## config.mk

```make
export PLATFORM = sky130hd
export DESIGN_NAME = stopwatch_ctrl
export DESIGN_NICKNAME = d
export VERILOG_FILES = /design/src/rtl/stopwatch_ctrl.sv
export SDC_FILE = /design/constraint.sdc
export NUM_CORES = 1
export LEC_CHECK = 0
export CORE_UTILIZATION = 30
export DETAILED_ROUTE_END_ITERATION = 8
export DONT_BUFFER_PORTS = 1
export PLACE_DENSITY_LB_ADDON = 0.3
export RECOVER_POWER = 25
export SYNTH_ARGS = -nofsm -noshare
export SYNTH_HDL_FRONTEND = slang
export SYNTH_SLANG_ARGS = --single-unit
```

## constraint.sdc

```tcl
create_clock -name CLK -period 2.2 [get_ports CLK]
set_input_delay 0.44 -clock CLK [delete_from_list [all_inputs] [get_ports CLK]]
set_output_delay 0.44 -clock CLK [all_outputs]
set_load 0.05 [all_outputs]
```

## src/rtl/stopwatch_ctrl.sv

```systemverilog
// stopwatch_ctrl: key debounce, 100 Hz tick divider and run/pause/lap/clear sequencer (lap path built only with STOPWATCH_LAP_EN)
module stopwatch_ctrl #(
  parameter int CLK_HZ    = 50000000,
  parameter int TICK_HZ   = 100,
  parameter int DB_CYCLES = 500000
) (
  input  logic       CLK,
  input  logic       rst_n,
  input  logic       key_start,
  input  logic       key_clr,
  input  logic       key_lap,
  input  logic       sw_en,
  output logic       tick,
  output logic       pause,
  output logic       clr,
  output logic       lap_hold,
  output logic [1:0] state
);
  localparam int DIV = CLK_HZ / TICK_HZ;
  localparam int DW  = $clog2(DIV);
  localparam int CW  = $clog2(DB_CYCLES + 1);
`ifdef STOPWATCH_LAP_EN
  localparam int NK = 3;
  logic [NK-1:0] keys;
  assign keys = {key_lap, key_clr, key_start};
`else
  localparam int NK = 2;
  logic [NK-1:0] keys;
  logic          unused;
  assign keys   = {key_clr, key_start};
  assign unused = key_lap;
`endif
  typedef enum logic [1:0] {IDLE = 2'b00, RUN = 2'b01, PAUSED = 2'b10, LAP = 2'b11} state_t;
  state_t        st, nxt;
  logic [NK-1:0] press;
  logic [DW-1:0] div_cnt;
  logic          ev_start, ev_clr, ev_lap;
  for (genvar k = 0; k < NK; k++) begin : g_key
    logic          s1, s2, db, prev, armed;
    logic [CW-1:0] cnt;
    // synchronise, debounce and arm one key; arming waits for a released level so a key held through reset gives no event
    always_ff @(posedge CLK or negedge rst_n) begin
      if (!rst_n) begin
        s1    <= 1'b0;
        s2    <= 1'b0;
        db    <= 1'b1;
        prev  <= 1'b1;
        armed <= 1'b0;
        cnt   <= '0;
      end else begin
        s1    <= keys[k];
        s2    <= s1;
        prev  <= db;
        armed <= armed | s2;
        cnt   <= (s2 == db || cnt == CW'(DB_CYCLES - 1)) ? '0 : cnt + CW'(1);
        if (s2 != db && cnt == CW'(DB_CYCLES - 1)) db <= s2;
      end
    end
    assign press[k] = armed & prev & ~db;
  end
  assign tick     = sw_en && div_cnt == DW'(DIV - 1);
  assign ev_start = press[0] & sw_en;
  assign ev_clr   = press[1] & sw_en;
  assign state    = st;
  // free-running tick divider, frozen while the master enable is off
  always_ff @(posedge CLK or negedge rst_n) begin
    if (!rst_n) div_cnt <= '0;
    else if (sw_en) div_cnt <= tick ? '0 : div_cnt + DW'(1);
  end
  // next state from prioritised press events: clr over start over lap
  always_comb begin
    nxt = st;
    if (ev_clr) nxt = IDLE;
    else if (ev_start) nxt = (st == RUN || st == LAP) ? PAUSED : RUN;
    else if (ev_lap) nxt = st == RUN ? LAP : st == LAP ? RUN : st;
  end
  // state register with pause and the clr stretch that lasts through the next tick
  always_ff @(posedge CLK or negedge rst_n) begin
    if (!rst_n) begin
      st    <= IDLE;
      pause <= 1'b1;
      clr   <= 1'b1;
    end else begin
      st    <= nxt;
      pause <= nxt == IDLE || nxt == PAUSED;
      clr   <= ev_clr | (clr & ~tick);
    end
  end
`ifdef STOPWATCH_LAP_EN
  assign ev_lap = press[2] & sw_en;
  // display hold is asserted only while in LAP
  always_ff @(posedge CLK or negedge rst_n) begin
    if (!rst_n) lap_hold <= 1'b0;
    else lap_hold <= nxt == LAP;
  end
`else
  assign ev_lap   = 1'b0;
  assign lap_hold = 1'b0;
`endif
endmodule

```

# ---- Word level (Yosys, flattened, before mapping)
# Index checks and enable logic that the tools add are counted.
dict set report word_totals {
  register_bits 71
  output_inout_bits 6
  in_bits 6
}
dict set report op_classes {
  n_reduce_logical 8
  n_eq_ne 10
  bitwise 13
  add_sub_neg 3
  n_mux 6
}
# operator n
set ops {}
lappend ops {{$add 19x1->19 const B} 3}
lappend ops {{$eq 19x19->1 const B} 3}
lappend ops {{$mux 19} 3}
lappend ops {{$and 1x1->1} 7}
lappend ops {{$mux 2} 3}
lappend ops {{$eq 2x2->1 const B} 2}
lappend ops {{$logic_or 1x1->1} 4}
lappend ops {{$logic_and 1x1->1} 3}
lappend ops {{$not 1->1} 3}
lappend ops {{$or 1x1->1} 3}
lappend ops {{$eq 1x1->1} 2}
lappend ops {{$eq 2x1->1 const B} 1}
lappend ops {{$logic_not 2->1} 1}
lappend ops {{$ne 1x1->1} 2}

# ---- Logic depth before layout (Yosys ltp)
# Gate-level depths: netlist of the first run.
dict set report logic_depth {
  word_depth 7
  depth_mapped 6
  depth_no_buf 5
}

# ---- Worst setup path before layout of the first run
# No wires, ideal clock.
dict set report synth_path {
  path_type {input to output}
  startpoint {input sw_en}
  endpoint {output tick}
  stages 4
  t_arrival_ns 1.848
  path_buffers 1
  required_time_ns 1.760
  slack_ns -0.088
  cell_sequence {buf_2 > and3_1 > nand3_1 > nor3_2}
}
dict set report synth_between {
  elab_chain_len 1
}
# element line_no
set synth_rtl {}
lappend synth_rtl {{start: declaration} 12} ;# input logic sw_en,
lappend synth_rtl {{$logic_and 1x1->1} 61} ;# assign tick = sw_en && div_cnt == DW'(DIV - 1);
lappend synth_rtl {{end: declaration} 13} ;# output logic tick,
# Every way passes these cells.

# ---- Final worst setup path of the first run
dict set report layout_path {
  startpoint {register div_cnt[1]}
  endpoint {output tick}
}
dict set report layout_between {
  elab_chain_len 2
}
# element line_no
set layout_rtl {}
lappend layout_rtl {{start: declaration} 36} ;# logic [DW-1:0] div_cnt;
lappend layout_rtl {{start signal: assignment} 68} ;# else if (sw_en) div_cnt <= tick ? '0 : div_cnt + DW'(1);
lappend layout_rtl {{$eq 19x19->1} 61}
lappend layout_rtl {{$logic_and 1x1->1} 61}
# Every way passes these cells.

==> results of run 1 <==
==> metrics by stage <==
step | setup slack [ps] | power (uW) | cell area [um2] | util | TNS [ps]
floorplan | 173.8 | 1561 | 3379 | - | 0
global placement | 247.0 | 1595 | 3591 | 0.3298 | 0
detailed placement | 248.4 | 1599 | 3591 | 0.3298 | 0
CTS | 20.80 | 2819 | 3859 | 0.3544 | 0
global route | -12.28 | 2940 | 3884 | 0.3567 | -12.28
finish | 117.0 | 2797 | 3884 | 0.3567 | 0
==> power groups by stage <==
stage | Clock [uW] | Combinational, uW | Sequential (uW)
after global routing | 1270 | 197 | 1470
after floorplan | 0 | 111 | 1450
after CTS | 1210 | 164 | 1450
final | 1170 | 168 | 1460
after detailed placement | 0 | 129 | 1470
after global placement | 0 | 127 | 1470
==> how the worst min path moves through the flow <==
stage / startpoint / cells after the start / slack [ps] / to
final: key_clr / 0 / 120 / g_key[1].s1$_DFF_PN0_
after global routing: key_clr / 0 / 80 / g_key[1].s1$_DFF_PN0_
after CTS: key_clr / 0 / 100 / g_key[1].s1$_DFF_PN0_
after detailed placement: rst_n / 0 / 150 / div_cnt[5]$_DFFE_PN0P_
after global placement: rst_n / 0 / 150 / div_cnt[3]$_DFFE_PN0P_
after floorplan: rst_n / 0 / 140 / div_cnt[0]$_DFFE_PN0P_
==> registers in the layout, summed over array words and instances, names as in the netlist, 2 cells and up <==
name and flops:
g_key.prev 2, g_key.s1 2, state 2, g_key.s2 2, g_key.db 2, div_cnt 19
g_key.cnt 38, g_key.armed 2
==> layout make-up <==
cell class              count  area, um2  share of cell area
inverters                  12      45.04             0.01160
clock buffers              11      141.4             0.03640
well taps                 140      175.2             0.04510
clock inverters             5      81.33             0.02094
flip-flops and latches     71       1785              0.4597
multi-input cells         236       1543              0.3972
repair buffers             13      112.6             0.02899
==> kinds of logic (layout without fill, tap and decap cells) <==
logic type      count (synthesis)  in the layout  share of synthesized area
mux                             5              5                    0.01558
simple gates                  159            159                     0.2541
flops                          71             71                     0.5289
other cells                     1              1                   0.001112
buf+inv                        21             41                    0.02633
xor+xnor                       44             44                     0.1142
compound gates                 24             24                    0.04859
fa+ha+maj                       3              3                    0.01113
==> critical path, delay by kind of cell (launching register included) <==
family | cells | cell delay [ps]
and+or+nand+nor | 3 | 540
buffers and inverters | 1 | 180
DFF | 1 | 420
adders and majority gates | 1 | 160
==> cell usage in the layout (no fill, tap or decap), types with 5 or more instances in the layout <==
| cell type | n |
|---|---|
| dfrtp_1 | 64 |
| nor2_1 | 48 |
| xnor2_1 | 29 |
| nand3_1 | 20 |
| nand4_1 | 18 |
| nand2_1 | 16 |
| xor2_1 | 15 |
| inv_1 | 12 |
| nor4_1 | 12 |
| a21oi_1 | 10 |
| clkbuf_8 | 10 |
| buf_4 | 10 |
| nor3_1 | 8 |
| nor4b_1 | 5 |
==> repair_timing <==
| item | 4_1_cts | 5_1_grt |
|---|---|---|
| endpoints found under the setup margin | 1 | 1 |
| pin swaps | 1 | 4 |
| hold endpoints to repair | 71 | 0 |
| gates resized for setup | 0 | 7 |
| buffers inserted | 1 | 1 |
| hold buffers | 2 | 0 |
| gates cloned | 0 | 0 |
==> layer usage <==
metal	global-route usage	up-vias
met4	0.03523	0
met2	0.1911	29
met5	0	-
met1	0.1622	1144
li1	-	1184
met3	0.03978	6
==> metrics.txt, run 1 <==
layout net count=352; Worst EP arrival=1640 ps; Syn Nets=roughly 340; fin crit share=0.9468; top-count cell post-synth=dfrtp_1; Crit Path Max Fanout=6; sequential share of the synthesized area=0.5289; Tot GR Track Use=0.1227; largest net degree at the start of global routing=between 70 and 80; top cell type's share of synthesized area=0.4822; detailed router's first-iteration violation count=about 140; antenna cells=0; worst-skew pair later-pin latency=about 340 ps; required time worst endpoint=between 1500 and 2000 ps; Routability Congestion=approximately 0.8; Inst Count DP=between 400 and 500; synth top area cells=dfrtp_1, xnor2_1, nor2_1; # fillers=1070; crit path cell chain=ha_4, and3_4, nand3_4, nor3_4, buf_12; DR WL/cell=13.19 um; clk sinks=71; Final ANT Viol Nets=0; Rows=38; I/O Pins=12; Leakage=0.001545 uW; Rel. slew slack=0.3610; first-pass GRT wire length=between 10000 and 15000 um; vias in the first global route=2348; core footprint=10890 um2; Int Pwr=approximately 2100 uW; Slowest cell on crit path=dfrtp_1; Synth top cells by count=dfrtp_1, nor2_1, xnor2_1, nand3_1, nand4_1; R2R Path End=div_cnt[16]$_DFFE_PN0P_; Pwr per Cell Area=720.2 nW/um2; leading area contributor after synthesis=dfrtp_1; maximum clock insertion buffer count=2; CTS tree=built; Pins Over Slew Limit=0; CTS Buf Count=9; PortBufs=0; Post-Syn Area=3373 um2; layout cell share with drive strength beyond 1=0.1351; number of H-tree levels=3; reg-to-reg critical path startpoint=div_cnt[6]$_DFFE_PN0P_; via count=around 2400; P&R area growth vs syn=15.13%; max_cap viols=0; worst reg2reg setup slack=approximately 260 ps; minimum clock period=2083 ps; Worst IR Drop VDD=~0.37 mV; CTS Root Cell=clkbuf_8; EDFF count, synth=0; Comb pwr share=0.060; worst setup path category=reg -> out; Worst Hold Class=in -> reg; count of final setup violators=0; Clk pwr share=0.417; Psw=~700 uW; Final Hold Violating Endpoints=0; Yosys warning count=0; Max Used Layer=met4; Routed met3 length=about 200 um; DR pass1 iterations=4; Detailed Route WL=around 6400 um; Via-to-Cell Ratio=a little under 5; Worst-Margin Slew=between 900 and 1000 ps; crit path launch=div_cnt[1]$_DFFE_PN0P_; Initial Util=0.3098; hold_ws=between 100 and 150 ps; post-synthesis cell type count=45; metal1 wirelength=between 3000 and 4000 um; r2r worst-path depth=5; area of the die=around 12000 um2; clock-pin slew on the worst setup and hold paths=roughly 80 ps; clk_skew=slightly below 9 ps; Crit. End Element=primary output; Die H=~110 um; worst stage delay on the critical path=approximately 420 ps; Synth Register Bits=71; f_max=around 480 MHz; CP Launch Type=register; Synth Flop Type=dfrtp_1; Syn Inst Count=roughly 330; initial antenna violation count=0; grt total ovfl=0; Avg Cell Area, Syn=10.28 um2; DP HPWL=approximately 4200 um; sw frac=0.2450; Die X=between 100 and 150 um; Post-Layout Cell Count=between 400 and 500; Synth async-reset ratio=1.000; outcome=completed; WL met2=between 2000 and 3000 um; # DRC=0; worst setup path end=tick; Sequential Power Share=0.523
Note: power is estimated with default switching activity, not from simulation.
==> inputs of run 2 (changes only) <==
==> constraint.sdc (replaced) <==
create_clock -name CLK -period 2.2 [get_ports CLK]
set_input_delay 0.44 -clock CLK [delete_from_list [all_inputs] [get_ports CLK]]
set_output_delay 0.44 -clock CLK [all_outputs]
set_load 0.02 [all_outputs]
==> run 2 against run 1 <==
Register-to-register slack improved by 40 ps. Die area unchanged. Worst setup slack got worse by 3.0 ps. Hold slack improved by 4.2 ps. Critical endpoint unchanged. Largest cell class unchanged.
==> metrics.txt, run 2 (synthesized netlist as in run 1, its figures left out) <==
outcome=completed; required time worst endpoint=1760 ps (about the same); initial antenna violation count=0 (unchanged); Die X=108.0 um (unchanged); area of the die=11670 um2 (unchanged); DP HPWL=4231 um (+0.89%); Worst EP arrival=1650 ps (about the same); fin crit share=0.9482 (+0.001361); clk sinks=71 (unchanged); Pwr per Cell Area=699.6 nW/um2 (-2.9%); worst-skew pair later-pin latency=340 ps (about the same); grt total ovfl=0 (unchanged); Via-to-Cell Ratio=4.897 (+1.1%); max_cap viols=0 (unchanged); CP Launch Type=register; Final ANT Viol Nets=0 (unchanged); most common cell after layout, fill and taps aside=dfrtp_1; CTS tree=built; layout net count=351 (-0.28%); Worst Hold Class=in -> reg; Worst-Margin Slew=966.7 ps (+8.157 ps); clk_skew=10.03 ps (+1.088 ps); worst stage delay on the critical path=370 ps (-50 ps); Initial Util=0.3098 (unchanged); hold_sp=key_start; Crit. End Element=primary output; Rows=38 (unchanged); CTS Root Cell=clkbuf_8; I/O Pins=12 (unchanged); crit path cell chain=ha_1, and3_1, nand3_1, nor3_2, buf_6; clock-pin slew on the worst setup and hold paths=70 ps (about the same); minimum clock period=2086 ps (+2.994 ps); count of final setup violators=0 (unchanged); unrepaired setup endpoints after global routing=no; Rel. slew slack=0.3555 (-0.005438); multi-input logic area=1500 um2 (-2.8%); largest net degree at the start of global routing=72 (unchanged); worst setup path category=reg -> out; crit path launch=div_cnt[1]$_DFFE_PN0P_; biggest regs=g_key.cnt x38, div_cnt x19; # fillers=1091 (+2.0%); maximum clock insertion buffer count=2 (unchanged); CTS Buf Count=9 (unchanged); vias in the first global route=2390 (+1.8%); Detailed Route WL=6331 um (-1.7%); Pins Over Slew Limit=0 (unchanged); Crit Path Max Fanout=9 (+3); final core utilization=0.3492 (-0.007470); Tot GR Track Use=0.1250 (+0.002279); DR WL/cell=13.00 um (-1.5%); first-pass GRT wire length=11280 um (+1.0%); antenna cells=0 (unchanged); Largest Register=g_key.cnt; layout cell share with drive strength beyond 1=0.1124 (-0.02267); reg-to-reg critical path startpoint=div_cnt[1]$_DFFE_PN0P_; Leakage=0.001514 uW (-2.0%); Register Area=1784 um2 (about the same); core footprint=10890 um2 (unchanged); PortBufs=0 (unchanged); Final Hold Violating Endpoints=0 (unchanged); via count=2385 (+0.93%); # DRC=0 (unchanged); most frequent cells in the layout=dfrtp_1, nor2_1, xnor2_1, nand3_1, nand4_1; P&R area growth vs syn=12.72%; Slowest cell on crit path=dfrtp_1; detailed router's first-iteration violation count=103 (-27%); Routability Congestion=0.7824 (-2.2%); f_max=479.4 MHz (-0.14%); DR pass1 iterations=4 (unchanged); WP buf/inv=1 (unchanged); Die H=108.0 um (unchanged); number of H-tree levels=3 (unchanged); Worst IR Drop VDD=0.4366 mV (+16%); setup_tns=0 ps (unchanged); Largest register FFs=38 (unchanged); delay-heaviest family, CP=simple AND/OR/NAND/NOR gates
-- run 2: changes by cell type in the layout (fill, tap and decap cells not counted), sizes merged --
cell and change:
clkbuf +3, buf -1, clkinv -1, bufinv -1, clkinvlp -1
-- run 2: power by group --
part,switching [uW],internal (uW)
sequential,79.7,1360
combinational,87.3,67.5
clock,471,590
total,638,2020
-- run 2: cell type report --
type | count | area share
sequential | 71 | 0.4692
multi-input combinational | 236 | 0.3945
tap | 140 | 0.04607
clock buffer | 14 | 0.04278
timing repair buffer | 12 | 0.02534
inverter | 12 | 0.01185
clock inverter | 2 | 0.01020
-- run 2: stage by stage --
step,hold WS (ps),cell area (um2),worst slack [ps],cells,power (uW)
after floorplan,144.4,3373,242.4,328,1558
after global placement,146.3,3572,323.7,468,1593
after detailed placement,146.0,3572,285.2,468,1598
after CTS,93.08,3815,3.168,486,2724
after global routing,83.56,3802,4.706,487,2809
final,121.6,3802,114.0,487,2660
-- run 2: routing by layer --
layer | track usage | part of all wire
met1 | 0.1632 | 0.49
met3 | 0.03074 | 0.027
met5 | 0 | 0
met4 | 0.06360 | 0.015
met2 | 0.1915 | 0.47
-- run 2: final timing paths --
kind | endpoint | slack [ps] | cells after the start
worst min-delay path | g_key[0].s1$_DFF_PN0_ | 120 | 0
worst min register to register | g_key[0].s2$_DFF_PN0_ | 370 | 0
worst max-delay path | tick | 110 | 5
worst max register to register | div_cnt[16]$_DFFE_PN0P_ | 300 | 5
max in group asynchronous | div_cnt[15]$_DFFE_PN0P_ | 750 | 2
min in group asynchronous | div_cnt[5]$_DFFE_PN0P_ | 820 | 2
-- run 2: what timing repair did --
item,in CTS,in global routing
setup endpoints to repair,1,1
hold buffers,2,0
resized for setup,1,0
endpoints found under the hold margin,71,0
buffers inserted,0,1
pin swaps,0,1
